--- src/rtl/multicycle_control_unit.sv ---
// Moore control FSM for a multicycle MIPS-style datapath: sequences fetch,
// decode, and the per-class execute/memory/write-back steps and drives datapath selects.
module multicycle_control_unit #(
  parameter int unsigned OPW = 6
) (
  input  logic           CLK,
  input  logic           RST,
  input  logic [OPW-1:0] Opcode,
  input  logic [OPW-1:0] Funct,
  input  logic           Zero,
  output logic           IorD,
  output logic           IRWrite,
  output logic           MemWrite,
  output logic           RegDst,
  output logic           MemtoReg,
  output logic           RegWrite,
  output logic           ALUSrcA,
  output logic [1:0]     ALUSrcB,
  output logic [1:0]     ALUOp,
  output logic [1:0]     PCSrc,
  output logic           ExtSel,
  output logic           PCEn,
  output logic [3:0]     State,
  output logic           Illegal
);

  localparam logic [OPW-1:0] OP_RTYPE = OPW'(6'b000000);
  localparam logic [OPW-1:0] OP_J     = OPW'(6'b000010);
  localparam logic [OPW-1:0] OP_BEQ   = OPW'(6'b000100);
  localparam logic [OPW-1:0] OP_BNE   = OPW'(6'b000101);
  localparam logic [OPW-1:0] OP_ADDI  = OPW'(6'b001000);
  localparam logic [OPW-1:0] OP_ANDI  = OPW'(6'b001100);
  localparam logic [OPW-1:0] OP_ORI   = OPW'(6'b001101);
  localparam logic [OPW-1:0] OP_LW    = OPW'(6'b100011);
  localparam logic [OPW-1:0] OP_SW    = OPW'(6'b101011);

  typedef enum logic [3:0] {
    S_FETCH   = 4'd0,
    S_DECODE  = 4'd1,
    S_MEMADR  = 4'd2,
    S_MEMRD   = 4'd3,
    S_MEMWB   = 4'd4,
    S_MEMWR   = 4'd5,
    S_RTYPEEX = 4'd6,
    S_ALUWB   = 4'd7,
    S_BRANCH  = 4'd8,
    S_IMMEX   = 4'd9,
    S_IMMWB   = 4'd10,
    S_JUMP    = 4'd11
  } state_e;

  state_e state_q, state_d;
  // Low from reset until the first clock edge after release; gates every enable.
  logic   run_q;
  logic   is_logi;
  logic   unused_funct;

  assign is_logi      = (Opcode == OP_ANDI) || (Opcode == OP_ORI);
  assign unused_funct = ^Funct;
  assign State        = state_q;

  always_ff @(posedge CLK or posedge RST) begin
    if (RST) begin
      state_q <= S_FETCH;
      run_q   <= 1'b0;
    end else begin
      state_q <= state_d;
      run_q   <= 1'b1;
    end
  end

  always_comb begin
    state_d  = S_FETCH;
    IorD     = 1'b0;
    IRWrite  = 1'b0;
    MemWrite = 1'b0;
    RegDst   = 1'b0;
    MemtoReg = 1'b0;
    RegWrite = 1'b0;
    ALUSrcA  = 1'b0;
    ALUSrcB  = 2'b00;
    ALUOp    = 2'b00;
    PCSrc    = 2'b00;
    ExtSel   = 1'b0;
    PCEn     = 1'b0;
    Illegal  = 1'b0;
    if (run_q) begin
      case (state_q)
        S_FETCH: begin
          state_d = S_DECODE;
          IRWrite = 1'b1;
          ALUSrcB = 2'b01;
          PCEn    = 1'b1;
        end
        S_DECODE: begin
          ALUSrcB = 2'b11;
          if ((Opcode == OP_LW) || (Opcode == OP_SW))                state_d = S_MEMADR;
          else if (Opcode == OP_RTYPE)                               state_d = S_RTYPEEX;
          else if ((Opcode == OP_BEQ) || (Opcode == OP_BNE))         state_d = S_BRANCH;
          else if ((Opcode == OP_ADDI) || is_logi)                   state_d = S_IMMEX;
          else if (Opcode == OP_J)                                   state_d = S_JUMP;
          else                                                       Illegal = 1'b1;
        end
        S_MEMADR: begin
          state_d = (Opcode == OP_SW) ? S_MEMWR : S_MEMRD;
          ALUSrcA = 1'b1;
          ALUSrcB = 2'b10;
        end
        S_MEMRD: begin
          state_d = S_MEMWB;
          IorD    = 1'b1;
        end
        S_MEMWB: begin
          MemtoReg = 1'b1;
          RegWrite = 1'b1;
        end
        S_MEMWR: begin
          IorD     = 1'b1;
          MemWrite = 1'b1;
        end
        S_RTYPEEX: begin
          state_d = S_ALUWB;
          ALUSrcA = 1'b1;
          ALUOp   = 2'b10;
        end
        S_ALUWB: begin
          RegDst   = 1'b1;
          RegWrite = 1'b1;
        end
        // Logical immediates zero-extend and bypass funct decode.
        S_IMMEX: begin
          state_d = S_IMMWB;
          ALUSrcA = 1'b1;
          ALUSrcB = 2'b10;
          ALUOp   = is_logi ? 2'b11 : 2'b00;
          ExtSel  = is_logi;
        end
        S_IMMWB: begin
          RegWrite = 1'b1;
          ExtSel   = is_logi;
        end
        S_BRANCH: begin
          ALUSrcA = 1'b1;
          ALUOp   = 2'b01;
          PCSrc   = 2'b01;
          PCEn    = (Opcode == OP_BNE) ? ~Zero : Zero;
        end
        S_JUMP: begin
          PCSrc = 2'b10;
          PCEn  = 1'b1;
        end
        default: state_d = S_FETCH;
      endcase
    end
  end

endmodule

--- config.mk ---
export PLATFORM = sky130hd
export DESIGN_NAME = multicycle_control_unit
export DESIGN_NICKNAME = d
export VERILOG_FILES = /design/src/rtl/multicycle_control_unit.sv
export SDC_FILE = /design/constraint.sdc
export NUM_CORES = 1
export LEC_CHECK = 0
export BUFFER_PORTS_ARGS = -buffer_cell sky130_fd_sc_hd__clkbuf_2
export CORE_UTILIZATION = 35
export CTS_CLUSTER_SIZE = 25
export DETAILED_ROUTE_END_ITERATION = 10
export HOLD_SLACK_MARGIN = 0.12
export PLACE_DENSITY = 0.66
export SETUP_SLACK_MARGIN = 0.1
export SYNTH_ARGS = -nofsm -noshare
export SYNTH_HDL_FRONTEND = slang
export SYNTH_SLANG_ARGS = --single-unit
--- constraint.sdc ---
create_clock -name CLK -period 1.4 [get_ports CLK]
set_clock_uncertainty 0.05 [all_clocks]
set_input_delay 0.14 -clock CLK [delete_from_list [all_inputs] [get_ports CLK]]
set_output_delay 0.14 -clock CLK [all_outputs]
set_load 0.005 [all_outputs]
==> qor.csv, run 1 <==
stage,metric,value,unit
layout,layout-drive-gt1-share,68.1,%
critical_path,crit_type,register to primary output,
global_routing,antenna_found_initial,0,
global_routing,grt_pass1_wl,3.22,mm
layout,nets,160,
yosys,synth_area_leaders,"dfrtp_1 20%, nor2b_1 7.1%, nor3_1 6.5%",
die,fp.coreArea,0.00158,mm²
yosys,synthArstFlopShare,100,%
yosys,syn-num-nets,103,
die,rows,14,
cts,cts_root_buf,clkbuf_4,
routing,drt-wirelength-per-cell,13.3,µm
yosys,synth-edff-count,0,
cts,clock_latency,270,ps
critical_path,crit_path_start_kind,register,
yosys,synth_top_area_cell,dfrtp_1,
yosys,synth_most_common_cell,nand2_1,
yosys,synth_common_cells,"9 x nand2_1, 8 x nor3_1, 7 x a21oi_1, 7 x nor2_1, 7 x nor2b_1",
cts,cts_max_level,1,
routing,drc,0,
outcome,violations,setup timing,
sta,hold_viol,0,
die,start_util,39.1,%
routing,ant_nets,0,
critical_path,arrival,1410,ps
layout,syn_to_final_growth,94.7,%
layout,diodes,0,
sta,rsz0062_at_grt,yes,
yosys,ys_types,34,
sta,min_period,1600,ps
cts,clock-sinks,5,
global_routing,grt-ovfl-total,0,
place,gp_congestion,0.802,
critical_path,worst_setup_path_end_kind,primary output,
sta,maxSlewViolCount,0,
die,fp.dieH,44.0,µm
flow_run,maxCapViolCount,0,
die,io_pins,35,
yosys,synth_top_area_share,20.3,%
critical_path,worstPathRequired,1210,ps
routing,firstDrtPassIters,6,
place,hpwlAfterDp,1.42,mm
routing,viasPerCell,5.41,
sta,holdWs,163,ps
cts,clock_path_buffers,2,
cts,cts_tree,built,
hold_path,min_path_type,input port to register,
die,dieArea,0.00193,mm²
routing,vias,865,
cts,cts.clk_slew.worst_paths,60,ps
global_routing,grt_max_degree,10,
critical_path,cp_max_fo,8,
layout,fillCellCount,118,
yosys,yosysSeqAreaShare,20.3,%
yosys,syn_inst,88,
sta,fin_crit_sh,114,%
power,power.density,477,mW/mm²
place,portBuffers,28,
sta,worst_slack,-197,ps
routing,routed_wl,2.12,mm
power,ir_drop,777,µV
yosys,ys_ff_latch,5,
yosys,yosys_warnings,0,
global_routing,grt_use_total,22.9,%
yosys,ys.flop_type,dfrtp_1,
routing,drtIter0Drc,19,
sta,tns,-1920,ps
global_routing,grt_pass1_vias,768,
yosys,syn_area_per_cell,7.01,µm²
outcome,status,"complete, but fails checks",
die,die_w,44.0,µm
cts,cts_buffers,3,
power,p_leak,0.530,nW
sta,fmax,0.626,GHz
yosys,syn_area,617,µm²
sta,setup_viol,15,
[cell families (layout without fill, tap and decap cells)]
group	after synthesis	in the layout	share of synthesized area (%)
and+or+nand+nor	52	52	48.5
AOI/OAI and AO/OA	22	22	23.5
buffers and inverters	7	63	5.68
DFF	5	5	20.3
other	1	1	0.608
xor gates and xnor gates	1	1	1.42
[layer usage]
| layer | wire length (µm) | track usage (%) | up-vias |
|---|---|---|---|
| met5 | 0 | 0 | - |
| met4 | 47 | 8.48 | 0 |
| met3 | 102 | 8.33 | 6 |
| met2 | 1090 | 41.5 | 31 |
| met1 | 882 | 24.1 | 396 |
| li1 | - | - | 432 |
[flip-flops by register name (all words and copies together) (netlist names)]
name and count:
State 4, run_q 1
[power by group]
group	switching, mW	internal (mW)
Clock	0.0770	0.109
Sequential	0.0107	0.150
Combinational	0.104	0.122
Total	0.191	0.382
[worst paths after layout]
check	startpoint	to	slack [ps]	cells past startpoint
worst max register to register	State[0]	State[2]	10	4
max in group asynchronous	RST	State[3]	860	3
min in group asynchronous	RST	State[0]	240	3
worst min register to register	run_q	State[2]	550	2
worst max-delay path	State[0]	RegWrite	-200	6
worst min-delay path	Opcode[4]	State[0]	160	4
[critical path: stages, from the launching register on]
cell and delay [ps]:
dfrtp_2 460, buf_12 170, nand2b_4 70, nor2b_4 150, a22oi_2 60, nor2b_1 100
buf_2 110
[stage by stage]
step           util [%]  area, µm²  setup WS [ps]  power [mW]  std cells
6_report           76.2       1200           -197       0.573        160
2_1_floorplan         -        626           55.7       0.239         88
3_3_place_gp       57.3        903           48.1       0.314        145
5_1_grt            76.2       1200           -267       0.612        160
4_1_cts            68.7       1080           -162       0.532        156
3_5_place_dp       57.3        903           4.40       0.317        145
[layout make-up]
type                       instances  area, µm²  area share, %
sequential                         5        130           10.8
clock buffer                       4       26.3           2.19
multi-input combinational         76        618           51.5
inverter                           2       7.51          0.625
tap                               16       20.0           1.67
timing repair buffer              57        399           33.2
[cells in the final DEF (no fill, tap or decap), types with 2 or more instances in the layout]
cell type,synthesis,routed
buf_4,0,21
clkbuf_2,0,18
buf_2,1,10
nor2_1,7,5
nand2_2,0,5
buf_6,1,5
dfrtp_2,0,4
nand2_1,9,4
nor3_2,0,4
nor3_1,8,4
a21oi_2,0,4
o21ai_2,0,3
nand2b_1,5,3
a21oi_1,7,3
nor2b_4,0,3
clkbuf_4,0,3
nor2b_2,0,2
nand2b_4,0,2
inv_1,2,2
nand3_1,4,2
o21ai_0,3,2
o211ai_1,2,2
a31oi_1,2,2
nor3b_2,2,2
nor2_2,0,2
nor2b_1,7,2
[timing repair]
item                                    4_1_cts  5_1_grt
gates resized for setup                      26       33
endpoints found under the setup margin       19       19
hold endpoints to repair                      5        0
pin swaps                                     8        8
setup buffers                                 6        5
hold buffers                                  1        0
gates cloned                                  0        0
(Power assumes the default switching activity.)
==> inputs of run 2 (changes only) <==
--- a/config.mk
+++ b/config.mk
@@ -12,6 +12,7 @@
 export HOLD_SLACK_MARGIN = 0.12
 export PLACE_DENSITY = 0.66
 export SETUP_SLACK_MARGIN = 0.1
+export SKIP_LAST_GASP = 1
 export SYNTH_ARGS = -nofsm -noshare
 export SYNTH_HDL_FRONTEND = slang
 export SYNTH_SLANG_ARGS = --single-unit
==> run 2 against run 1 <==
The run ends with DRC, setup timing left; worst hold slack worse by 2.8 ps; combinational power about the same; die area unchanged; first-iteration DRC count unchanged; setup slack about the same; wire length down 0.61%; sequential share of layout area down 0.078 points; utilization up 0.56 points; non-clock buffer count unchanged; clock-buffer cell count unchanged; critical path depth unchanged; largest power group unchanged; highest routed layer unchanged.
==> qor.csv, run 2 (synthesized netlist as in run 1, its figures left out) <==
stage,metric,value,unit,change
sta,setup_viol,15,,unchanged
die,die_w,44.0,µm,unchanged
routing,firstDrtPassIters,7,,+1
cts,clock-sinks,5,,unchanged
place,place_inst,145,,unchanged
layout,finalInstanceArea,0.00121,mm²,+0.73%
die,dieArea,0.00193,mm²,unchanged
sta,rsz0062_at_grt,yes,,
critical_path,crit_start,State[0],,
routing,drt-wirelength-per-cell,13.2,µm,-0.61%
layout,diodes,0,,unchanged
hold_path,min_path_type,input port to register,,
global_routing,grt_max_degree,10,,unchanged
critical_path,r2r_slack,10,ps,about the same
sta,fin_crit_sh,114,%,about the same
routing,viasPerCell,5.51,,+1.8%
die,io_pins,35,,unchanged
global_routing,grt_pass1_vias,776,,+1.0%
critical_path,r2r_cells,4,,unchanged
die,fp.dieH,44.0,µm,unchanged
layout,largest_reg_flops,4,,unchanged
cts,cts_tree,built,,
cts,cts_buffers,3,,unchanged
critical_path,cp_max_fo,8,,unchanged
sta,fmax,0.626,GHz,about the same
layout,syn_to_final_growth,96.1,%,
place,dp_slack,4.40,ps,unchanged
routing,vias,881,,+1.8%
global_routing,antenna_found_initial,0,,unchanged
flow_run,maxCapViolCount,0,,unchanged
routing,drtIter0Drc,19,,unchanged
power,ir_drop,779,µV,+0.20%
layout,fin_cells,160,,unchanged
power,p_leak,0.531,nW,+0.11%
sta,worst_slack,-197,ps,-0.213 ps
layout,layout-drive-gt1-share,67.4,%,-0.69 points
power,power.density,475,mW/mm²,-0.36%
sta,maxSlewViolCount,0,,unchanged
cts,cts.clk_slew.worst_paths,60,ps,about the same
routing,drc,5,,+5
cts,clock_latency,270,ps,about the same
cts,cts_root_buf,clkbuf_4,,
global_routing,grt-ovfl-total,0,,unchanged
power,finalPower,0.575,mW,+0.36%
outcome,violations,"DRC, setup timing",,
critical_path,crit_type,register to primary output,,
die,rows,14,,unchanged
place,gp_congestion,0.802,,unchanged
die,start_util,39.1,%,unchanged
place,hpwlAfterDp,1.42,mm,unchanged
critical_path,r2r_end,State[2],,
place,dpl_cell_area,903,µm²,unchanged
critical_path,r2r-start,State[0],,
critical_path,worst_setup_path_end_kind,primary output,,
sta,hold_viol,0,,unchanged
global_routing,grt_pass1_wl,3.25,mm,+1.1%
cts,clock_path_buffers,2,,unchanged
layout,nets,160,,unchanged
sta,min_period,1600,ps,+0.213 ps
critical_path,worstPathRequired,1210,ps,about the same
die,fp.coreArea,0.00158,mm²,unchanged
routing,routed_wl,2.11,mm,-0.61%
outcome,status,"complete, but fails checks",,
cts,cts_max_level,1,,unchanged
layout,final_common_cell,buf_4,,
routing,ant_nets,0,,unchanged
critical_path,crit_path_end,RegWrite,,
critical_path,arrival,1410,ps,about the same
critical_path,crit_path_start_kind,register,,
global_routing,grt_use_total,23.2,%,+0.26 points
layout,final_cell_mix,"21 x buf_4, 18 x clkbuf_2, 10 x buf_2, 6 x buf_6",,
sta,tns,-1980,ps,-57.6 ps
place,portBuffers,28,,unchanged
run 2: cell types whose count changed in the layout (fill, tap and decap cells not counted):
cell	delta
o21ai_2	-1
o21ai_4	+1
nand2_1	+1
a21oi_4	+1
nand2_2	-1
buf_6	+1
a21oi_2	-1
buf_8	-1
run 2: routing by layer:
| layer | share of wire (%) | GRT usage (%) | vias to the layer above |
|---|---|---|---|
| li1 | - | - | 432 |
| met1 | 40 | 24.6 | 408 |
| met2 | 52 | 41.8 | 35 |
| met3 | 5.5 | 8.33 | 6 |
| met4 | 2.2 | 8.48 | 0 |
| met5 | 0 | 0 | - |
run 2: per-stage QoR:
step	hold WS, ps	util, %
after floorplan	-131	-
after global placement	-35.6	57.3
after detailed placement	-29.4	57.3
after CTS	183	68.3
after global routing	185	76.7
final	160	76.7
run 2: how the worst min path moves through the flow:
stage	slack (ps)	startpoint	cells past startpoint	endpoint
6_report	160	Opcode[4]	4	State[0]
5_1_grt	190	Opcode[4]	4	State[0]
4_1_cts	180	Opcode[2]	4	State[2]
3_5_place_dp	-30	RST	2	State[1]
3_3_place_gp	-40	RST	2	State[0]
2_1_floorplan	-130	RST	1	State[0]
run 2: where the power goes:
group	total, mW	switching [mW]	internal (mW)
logic	0.226	0.104	0.122
registers	0.162	0.0111	0.150
clock network	0.188	0.0787	0.109
run 2: layout make-up:
class	count	area, µm²
flip-flops and latches	5	130
multi-input cells	76	631
repair buffers	57	395
inverters	2	7.51
well taps	16	20.0
clock buffers	4	26.3
fillers	116	367
run 2: critical path, stage by stage (launching register included):
cell,delay (ps)
dfrtp_2,460
buf_12,170
nand2b_4,70
nor2b_4,150
a22oi_2,60
nor2b_1,100
buf_2,110
run 2: what timing repair did:
action | 4_1_cts | 5_1_grt
gates resized for setup | 25 | 33
hold buffers | 1 | 0
endpoints found under the hold margin | 5 | 0
pin swaps | 8 | 10
setup endpoints to repair | 19 | 19
buffers inserted | 6 | 4
cloned | 0 | 0
==> inputs of run 3 (changes only) <==
--- a/config.mk
+++ b/config.mk
@@ -11,7 +11,6 @@
 export DETAILED_ROUTE_END_ITERATION = 10
 export HOLD_SLACK_MARGIN = 0.12
 export PLACE_DENSITY = 0.66
-export SETUP_SLACK_MARGIN = 0.1
 export SKIP_LAST_GASP = 1
 export SYNTH_ARGS = -nofsm -noshare
 export SYNTH_HDL_FRONTEND = slang
==> run 3 against run 2 <==
The run ends with setup timing left; sequential share of layout area rose by 1.1 points; first-iteration DRC count increased by 74%; total power is 6.2% lower; largest cell class unchanged; final area shrank 10%; register-to-register slack is essentially flat; cell count decreased by 1.3%; utilization fell by 7.9 points.
==> qor.csv, run 3 (synthesized netlist as in run 1, its figures left out) <==
stage,metric,value,unit,change
global_routing,grt_pass1_wl,3.31,mm,+1.7%
die,rows,14,,unchanged
die,fp.coreArea,0.00158,mm²,unchanged
layout,syn_to_final_growth,76.1,%,
die,die_w,44.0,µm,unchanged
layout,fillCellCount,135,,+16%
critical_path,crit_start,State[1],,
sta,rsz0062_at_grt,yes,,
critical_path,r2r-start,State[0],,
sta,min_period,1590,ps,-9.15 ps
critical_path,worst_setup_path_end_kind,primary output,,
critical_path,crit_type,register to primary output,,
critical_path,crit_chain,buf_4 > buf_4 > o21ai_2 > nand3b_1 > a31oi_1 > buf_2,,
sta,maxSlewViolCount,0,,unchanged
critical_path,arrival,1400,ps,about the same
place,portBuffers,28,,unchanged
critical_path,r2r_slack,20,ps,about the same
cts,clock_latency,250,ps,-20 ps
cts,cts_tree,built,,
place,gp_congestion,0.757,,-5.6%
layout,final_common_cell,clkbuf_2,,
cts,clock_path_buffers,2,,unchanged
cts,cts_root_buf,clkbuf_4,,
flow_run,maxCapViolCount,0,,unchanged
critical_path,cp_num_buf_inv,3,,+1
layout,final_cell_mix,"25 x clkbuf_2, 21 x buf_4, 8 x nand2_1, 7 x nor2_1",,
critical_path,cp_max_fo,5,,-3
routing,drtIter0Drc,33,,+14
cts,cts_buffers,3,,unchanged
global_routing,grt_use_total,22.9,%,-0.26 points
critical_path,cp_num_cells,6,,unchanged
routing,vias,848,,-3.7%
routing,viasPerCell,5.37,,-2.5%
sta,hold_viol,0,,unchanged
global_routing,gr-usage-met2,41.5,%,-0.30 points
hold_path,min_path_type,input port to register,,
sta,fin_crit_sh,113,%,-0.65 points
sta,worst_slack,-188,ps,+9.15 ps
routing,firstDrtPassIters,6,,-1
die,fp.dieH,44.0,µm,unchanged
routing,drt-wirelength-per-cell,13.1,µm,-0.99%
die,start_util,39.1,%,unchanged
power,finalPower,0.539,mW,-6.2%
global_routing,grt_max_degree,12,,+2
layout,diodes,0,,unchanged
outcome,violations,setup timing,,
place,hpwlAfterDp,1.36,mm,-4.5%
cts,cts.clk_slew.worst_paths,50,ps,about the same
critical_path,r2r_cells,6,,+2
power,power.density,496,mW/mm²,+4.5%
global_routing,antenna_found_initial,0,,unchanged
global_routing,use_met1,25.4,%,+0.76 points
cts,cts_max_level,1,,unchanged
layout,largest_reg_flops,4,,unchanged
global_routing,grt_pass1_vias,775,,-0.13%
die,dieArea,0.00193,mm²,unchanged
power,ir_drop,336,µV,-57%
critical_path,crit_path_start_kind,register,,
place,place_inst,142,,-2.1%
critical_path,worstPathRequired,1210,ps,about the same
routing,routed_wl,2.06,mm,-2.2%
global_routing,groute.layer.met3.usage,4.58,%,-3.8 points
sta,setup_viol,16,,+1
layout,fin_cells,158,,-1.3%
critical_path,crit_path_end,PCEn,,
critical_path,cp_slowest_cell,dfrtp_2,,
global_routing,grt-ovfl-total,0,,unchanged
critical_path,r2r_end,State[2],,
global_routing,busiest_layer,met2,,
outcome,status,"complete, but fails checks",,
sta,fmax,0.630,GHz,+0.58%
critical_path,crit_family,flip-flops,,
layout,nets,158,,-1.3%
layout,layout-drive-gt1-share,53.5,%,-14 points
cts,clock-sinks,5,,unchanged
critical_path,cp_common_cell,buf_4,,
die,io_pins,35,,unchanged
routing,ant_nets,0,,unchanged
routing,drc,0,,-5
power,p_leak,0.495,nW,-6.8%
critical_path,crit_path_max_incr_delay,430,ps,-30 ps
## run 3: worst min path at each step
stage                    end       from  cells after the start  slack (ps)
finish              State[0]  Opcode[4]                      4         190
global route        State[0]  Opcode[4]                      4         230
CTS                 State[0]  Opcode[4]                      4         200
detailed placement     run_q        RST                      2         -20
global placement       run_q        RST                      2         -40
floorplan           State[0]        RST                      1        -130
## run 3: what timing repair did
| item | CTS | global route |
|---|---|---|
| pin swaps | 4 | 5 |
| cloned | 0 | 0 |
| hold endpoints to repair | 5 | 0 |
| gates resized for setup | 21 | 12 |
| setup endpoints to repair | 15 | 17 |
| hold buffers | 1 | 0 |
| setup buffers | 9 | 3 |
## run 3: cell type report
| type | count | area (µm²) | area share [%] |
|---|---|---|---|
| multi-input combinational | 76 | 539 | 49.7 |
| timing repair buffer | 55 | 364 | 33.5 |
| sequential | 5 | 129 | 11.9 |
| clock buffer | 4 | 26.3 | 2.42 |
| tap | 16 | 20.0 | 1.84 |
| inverter | 2 | 7.51 | 0.691 |
## run 3: where the power goes
part | internal (mW) | leakage, nW | switching (mW)
sequential | 0.151 | 0.0614 | 0.00713
clock | 0.108 | 0.0150 | 0.0658
combinational | 0.110 | 0.418 | 0.0975
total | 0.369 | 0.495 | 0.170
## run 3: worst min-delay path, cell delays in order
cell and delay [ps]:
clkbuf_2 100, nor2_1 50, o211ai_1 80, a21oi_1 80
## run 3: metal layers
layer / vias up / share of wire [%]
met3: 4 / 5.1
met1: 379 / 41
met5: - / 0
met4: 0 / 1.5
li1: 429 / -
met2: 36 / 52
## run 3: through the flow
stage                     instance area, µm²  util, %  hold WS [ps]  setup slack, ps  TNS (ps)
after floorplan                          617        -          -131             20.5         0
after global placement                   862     54.7         -36.4             12.0         0
after detailed placement                 862     54.7         -22.4            -20.5     -28.2
after CTS                               1020     64.4           199             -149     -1570
after global routing                    1090     68.9           226             -272     -3360
final                                   1090     68.9           192             -188     -2000
